==> config.mk <==
export PLATFORM = sky130hd
export DESIGN_NAME = issue_queue
export DESIGN_NICKNAME = d
export VERILOG_FILES = /design/src/rtl/issue_queue.sv
export SDC_FILE = /design/constraint.sdc
export NUM_CORES = 1
export LEC_CHECK = 0
export BUFFER_PORTS_ARGS = -buffer_cell sky130_fd_sc_hd__buf_2
export CAP_MARGIN = 0
export CORE_AREA = 2 2 180 358
export CTS_CLUSTER_DIAMETER = 40
export DETAILED_ROUTE_END_ITERATION = 8
export DIE_AREA = 0 0 182 360
export GPL_TIMING_DRIVEN = 1
export HOLD_SLACK_MARGIN = 0.1
export PLACE_DENSITY = 0.75
export SLEW_MARGIN = 20
export SYNTH_ARGS = -nofsm -noshare
export SYNTH_HDL_FRONTEND = slang
export SYNTH_SLANG_ARGS = --single-unit
export TNS_END_PERCENT = 5
==> constraint.sdc <==
create_clock -name clk_i -period 17.4 [get_ports clk_i]
set_input_delay 0.87 -clock clk_i [delete_from_list [all_inputs] [get_ports clk_i]]
set_output_delay 0.87 -clock clk_i [all_outputs]
set_load 0.01 [all_outputs]
==> src/rtl/issue_queue.sv <==
// In-order multi-issue queue with a GPR busy table; up to ISSUE_WIDTH oldest entries dispatch per cycle.
// Latency: at least 1 cycle from enqueue to issue; issue_* and stall_issue_o are combinational from state and inputs.
// Backpressure: in_ready_o is low while full (registered count); stall_i, fu_ready_i and hazards hold entries in place.
// Optional feature macro: ISSUE_QUEUE_WB_WAKEUP_EN (same-cycle writeback wakeup of dependent entries).
module issue_queue #(
  parameter int DEPTH       = 8,
  parameter int ISSUE_WIDTH = 2,
  parameter int NR_FU       = 4,
  parameter int NR_WB       = 2,
  parameter int PAYLOAD_W   = 64,
  localparam int FU_W       = $clog2(NR_FU),
  localparam int CNT_W      = $clog2(DEPTH + 1),
  localparam int PTR_W      = $clog2(DEPTH)
) (
  input  logic                             clk_i,
  input  logic                             rst_i,
  input  logic                             flush_i,
  input  logic                             stall_i,
  input  logic                             in_valid_i,
  output logic                             in_ready_o,
  input  logic [PAYLOAD_W-1:0]             in_payload_i,
  input  logic [FU_W-1:0]                  in_fu_i,
  input  logic [4:0]                       in_rs1_i,
  input  logic [4:0]                       in_rs2_i,
  input  logic [4:0]                       in_rd_i,
  input  logic                             in_we_i,
  input  logic [NR_FU-1:0]                 fu_ready_i,
  output logic [ISSUE_WIDTH-1:0]           issue_valid_o,
  output logic [ISSUE_WIDTH*PAYLOAD_W-1:0] issue_payload_o,
  output logic [ISSUE_WIDTH*FU_W-1:0]      issue_fu_o,
  input  logic [NR_WB-1:0]                 wb_valid_i,
  input  logic [NR_WB*5-1:0]               wb_rd_i,
  output logic [CNT_W-1:0]                 count_o,
  output logic                             stall_issue_o
);

  logic [PAYLOAD_W-1:0] payload_q [DEPTH];
  logic [FU_W-1:0]      fu_q      [DEPTH];
  logic [4:0]           rs1_q     [DEPTH];
  logic [4:0]           rs2_q     [DEPTH];
  logic [4:0]           rd_q      [DEPTH];
  logic [DEPTH-1:0]     we_q;

  logic [PTR_W-1:0]       head_q, head_d, tail_q, tail_d;
  logic [CNT_W-1:0]       count_q, count_d, n_issue;
  logic [31:0]            busy_q, busy_d, busy_eff, wb_clr, wr_set;
  logic [NR_FU-1:0]       fu_claimed;
  logic [ISSUE_WIDTH-1:0] slot_go;
  logic                   enq;
  logic                   chain;

  // Space is judged from the registered count only, so issue never frees a slot in the same cycle
  assign in_ready_o    = (count_q < CNT_W'(DEPTH));
  assign enq           = in_valid_i & in_ready_o & ~flush_i;
  assign count_o       = count_q;
  assign issue_valid_o = slot_go;
  assign stall_issue_o = (count_q != '0) & ~slot_go[0] & ~stall_i;

  // Writeback clear mask, one bit per GPR
  always_comb begin
    wb_clr = '0;
    for (int p = 0; p < NR_WB; p++) begin
      if (wb_valid_i[p]) wb_clr[wb_rd_i[p*5 +: 5]] = 1'b1;
    end
  end

`ifdef ISSUE_QUEUE_WB_WAKEUP_EN
  assign busy_eff = busy_q & ~wb_clr;
`else
  assign busy_eff = busy_q;
`endif

  // Slot selection: a slot issues only if every older slot issued and it is free of FU and register hazards
  always_comb begin
    slot_go         = '0;
    n_issue         = '0;
    fu_claimed      = '0;
    wr_set          = '0;
    issue_payload_o = '0;
    issue_fu_o      = '0;
    chain           = ~(stall_i | flush_i);
    for (int k = 0; k < ISSUE_WIDTH; k++) begin
      logic [PTR_W-1:0] idx;
      logic [FU_W-1:0]  efu;
      logic [4:0]       ers1, ers2, erd;
      logic             ewe, hz;
      idx  = head_q + PTR_W'(k);
      efu  = fu_q[idx];
      ers1 = rs1_q[idx];
      ers2 = rs2_q[idx];
      erd  = rd_q[idx];
      ewe  = we_q[idx];
      issue_payload_o[k*PAYLOAD_W +: PAYLOAD_W] = payload_q[idx];
      issue_fu_o[k*FU_W +: FU_W]                = efu;
      // wr_set holds rd of older issuing slots this cycle; bit 0 is never set
      hz = busy_eff[ers1] | busy_eff[ers2] | (ewe & busy_eff[erd])
         | wr_set[ers1] | wr_set[ers2] | wr_set[erd];
      chain = chain && (CNT_W'(k) < count_q) && fu_ready_i[efu] && !fu_claimed[efu] && !hz;
      if (chain) begin
        slot_go[k]      = 1'b1;
        n_issue         = n_issue + CNT_W'(1);
        fu_claimed[efu] = 1'b1;
        if (ewe && (erd != 5'd0)) wr_set[erd] = 1'b1;
      end
    end
  end

  // Pointer, occupancy and busy-table next state; a same-cycle set beats a writeback clear
  always_comb begin
    head_d    = head_q + PTR_W'(n_issue);
    tail_d    = tail_q + PTR_W'(enq);
    count_d   = count_q + CNT_W'(enq) - n_issue;
    busy_d    = (busy_q & ~wb_clr) | wr_set;
    busy_d[0] = 1'b0;
  end

  // Control state; reset and flush both empty the queue and clear the busy table
  always_ff @(posedge clk_i) begin
    if (rst_i || flush_i) begin
      head_q  <= '0;
      tail_q  <= '0;
      count_q <= '0;
      busy_q  <= '0;
    end else begin
      head_q  <= head_d;
      tail_q  <= tail_d;
      count_q <= count_d;
      busy_q  <= busy_d;
    end
  end

  // Entry storage, written at tail on an accepted enqueue
  always_ff @(posedge clk_i) begin
    if (enq) begin
      payload_q[tail_q] <= in_payload_i;
      fu_q[tail_q]      <= in_fu_i;
      rs1_q[tail_q]     <= in_rs1_i;
      rs2_q[tail_q]     <= in_rs2_i;
      rd_q[tail_q]      <= in_rd_i;
      we_q[tail_q]      <= in_we_i;
    end
  end

endmodule
==> impl_results.md <==
- Post-cts sizing count: 0
- Max Freq: 0.134 GHz
- Avg Inst Size Synth: 16.1 sq um
- Pint: 2.66 mW
- Horiz. Die Dim: 182 microns
- H-tree depth: 3
- Postcts setup bufs: 0
- Vias per cell: 6.95
- Final hold slack: 0.502 ns
- Vias in the first global route: 23600
- Routability congestion estimate: 1.06
- Area contributors post-synth: edfxtp_1, mux4_2, mux2i_1, mux2_2, nand2_1
- Yosys top cell by area: edfxtp_1
- Sw frac: 0.213
- CTS root buf: clkbuf_16
- Cell Area, Synth: 35400 sq um
- Sw Pwr: 720 uW
- Routed Antenna Nets: 0
- First-pass GRT wire length: 152 mm
- Placement row count: 130
- GRT Util Overall: 0.318
- Pre-CTS WS: 10.18 ns
- Initial Util: 0.564
- Clock share of power: 0.414
- Post-synth EDFFs: 656
- Overflow after GRT: 0
- Synth Instances: 2203
- Sink Count: 697
- Final hold viol count: 0
- Power per cell area: 85.5 nW/um^2
- CTS Buffer Depth: 3
- Worst Path Arrival: 6.59 ns
- Top cells by count, synth: edfxtp_1, mux4_2, nand2_1
- Core Box Area: 62800 sq um
- Skew-Pair Late Insertion Delay: 0.63 ns
- Status: finished, final reports clean
- Layout Skew: 0.0309 ns
- Fin crit period: 7.46 ns
- Drt first-iter violations: 2048
- Async set-reset flop share out of synthesis: 0
- Max cap viols: 0
- Drt pass-1 iters: 6
- Post-DP HPWL: 68.4 mm
- Syn_nets: 2319
- CP required: 16.53 ns
- Synth Register Bits: 697
- CP Capture Type: primary output
- Final WL: 103 mm
- Combinational fraction of design power: 0.038
- Hold crit path type: in -> reg
- Tcrit/Tclk final: 0.429
- Most frequent cell after synthesis: edfxtp_1
- Worst slew margin: 0.187
- Flop pwr share: 0.548
- Synth-to-layout area growth: 11.6%
- Worst-path clk slew: 0.06 ns
- Yosys Warn Count: 0
- Avg WL per Cell: 31.7 microns
- Initial antenna violation count: 15
- VDD IR-drop max: 97.9 uV
- Post-synth top flop: edfxtp_1
- Hold-fix buffer count after cts: 0
- Leak pwr: 12.6 nW
- Finish-stage setup viols: 0
- TNS Setup: 0 ns
- Worst Setup Path Type: reg -> out
- Die H: 360 microns
- Num CTS Buffers: 66
- Type of element launching the critical path: flip-flop
- Maximum fanout along the worst path: 77
- I/O pins: 243
- Largest net degree at the start of global routing: 161
- Via count: 22600
- Layout cell share with drive strength beyond 1: 0.337
- Synth top area share: 0.557
- Nets@finish: 2527
- Final Max Tran Viols: 0
- Synth cell types: 75
- DRC viols: 0
- Port Buf Inserts: 242
- Worst slew pin tran: 1.22 ns
- Full die area: 65500 sq um
- CTS tree: built
- Unrepaired setup endpoints after global routing: no
- Register area share after synthesis: 0.580
- Fin worst setup slack: 9.94 ns
[critical path, cell delays in order (launching register included)]
cell	delay [ns]
dfxtp_4	0.91
ha_4	0.77
buf_4	0.84
mux2_2	0.43
nand2b_1	0.16
o32a_1	0.32
a31oi_1	0.23
a2111oi_0	0.17
o21ai_0	0.55
or4b_1	0.60
nor4_4	0.18
buf_4	0.26
o311a_1	0.24
buf_2	0.17
[flip-flops by register name, indices dropped and copies added (netlist names)]
register   count
payload_q    512
rd_q          40
rs1_q         40
rs2_q         40
busy_eff      31
fu_q          16
we_q           8
count_o        4
head_q         3
tail_q         3
[worst paths after layout]
| kind | startpoint | end | slack (ns) | depth (start not counted) |
|---|---|---|---|---|
| setup / recovery | head_q[0] | issue_valid_o[1] | 9.94 | 13 |
| setup reg to reg | head_q[0] | count_o[2] | 10.01 | 19 |
| hold / removal | in_payload_i[35] | payload_q[6][35] | 0.50 | 1 |
| hold reg to reg | tail_q[0] | tail_q[0] | 0.62 | 2 |
[final cells by class]
type | count | area, sq um
fill | 4430 | 23300
sequential | 697 | 20500
multi-input combinational | 1342 | 14200
clock buffer | 72 | 1700
timing repair buffer | 285 | 1570
tap | 792 | 991
clock inverter | 42 | 394
inverter | 19 | 71.3
antenna | 7 | 17.5
[cells by family after synthesis]
logic type                 Yosys count  share of synthesized area
xor gates and xnor gates            14                    0.00400
muxes                              567                      0.275
adders and majority gates           13                    0.00502
and+or+nand+nor                    544                     0.0727
DFF                                697                      0.580
AOI/OAI and AO/OA                  204                     0.0425
buffers and inverters              164                     0.0203
[metrics by stage]
| stage | utilization | instances | power [mW] | instance area [sq um] |
|---|---|---|---|---|
| after floorplan | - | 2203 | 1.95 | 35400 |
| after global placement | 0.595 | 3134 | 2.01 | 37400 |
| after detailed placement | 0.595 | 3134 | 2.01 | 37400 |
| after CTS | 0.628 | 3248 | 3.39 | 39400 |
| after global routing | 0.629 | 3254 | 3.46 | 39500 |
| final | 0.629 | 3256 | 3.38 | 39500 |
[cell usage in the layout (no fill, tap or decap), drive strengths merged, types with 12 or more instances in the layout]
cell type,netlist,final
edfxtp,656,656
mux4,315,315
buf,86,285
nand2,271,271
mux2i,157,157
mux2,95,95
nand3,76,76
clkbuf,59,72
nor2,61,61
a22oi,45,45
dfxtp,41,41
o21ai,32,32
inv,18,26
clkinv,1,26
nor3,20,20
nand4,19,19
and2,17,17
a21oi,16,16
o211ai,15,15
o221ai,15,15
nand2b,14,14
nor2b,13,13
nor3b,13,13
xnor2,12,12
[power groups by stage]
stage	sequential [mW]	combinational (mW)	clock [mW]
after detailed placement	1.89	0.126	0
after global routing	1.85	0.137	1.47
after CTS	1.85	0.127	1.41
after floorplan	1.89	0.0630	0
final	1.85	0.128	1.40
after global placement	1.89	0.122	0
[per-layer routing]
layer,global-route usage,vias up,share of wire
li1,-,9448,-
met2,0.550,1215,0.52
met3,0.0733,301,0.081
met1,0.353,11600,0.33
met4,0.201,18,0.068
met5,0,-,0.0011
Note: power is estimated with default switching activity, not from simulation.
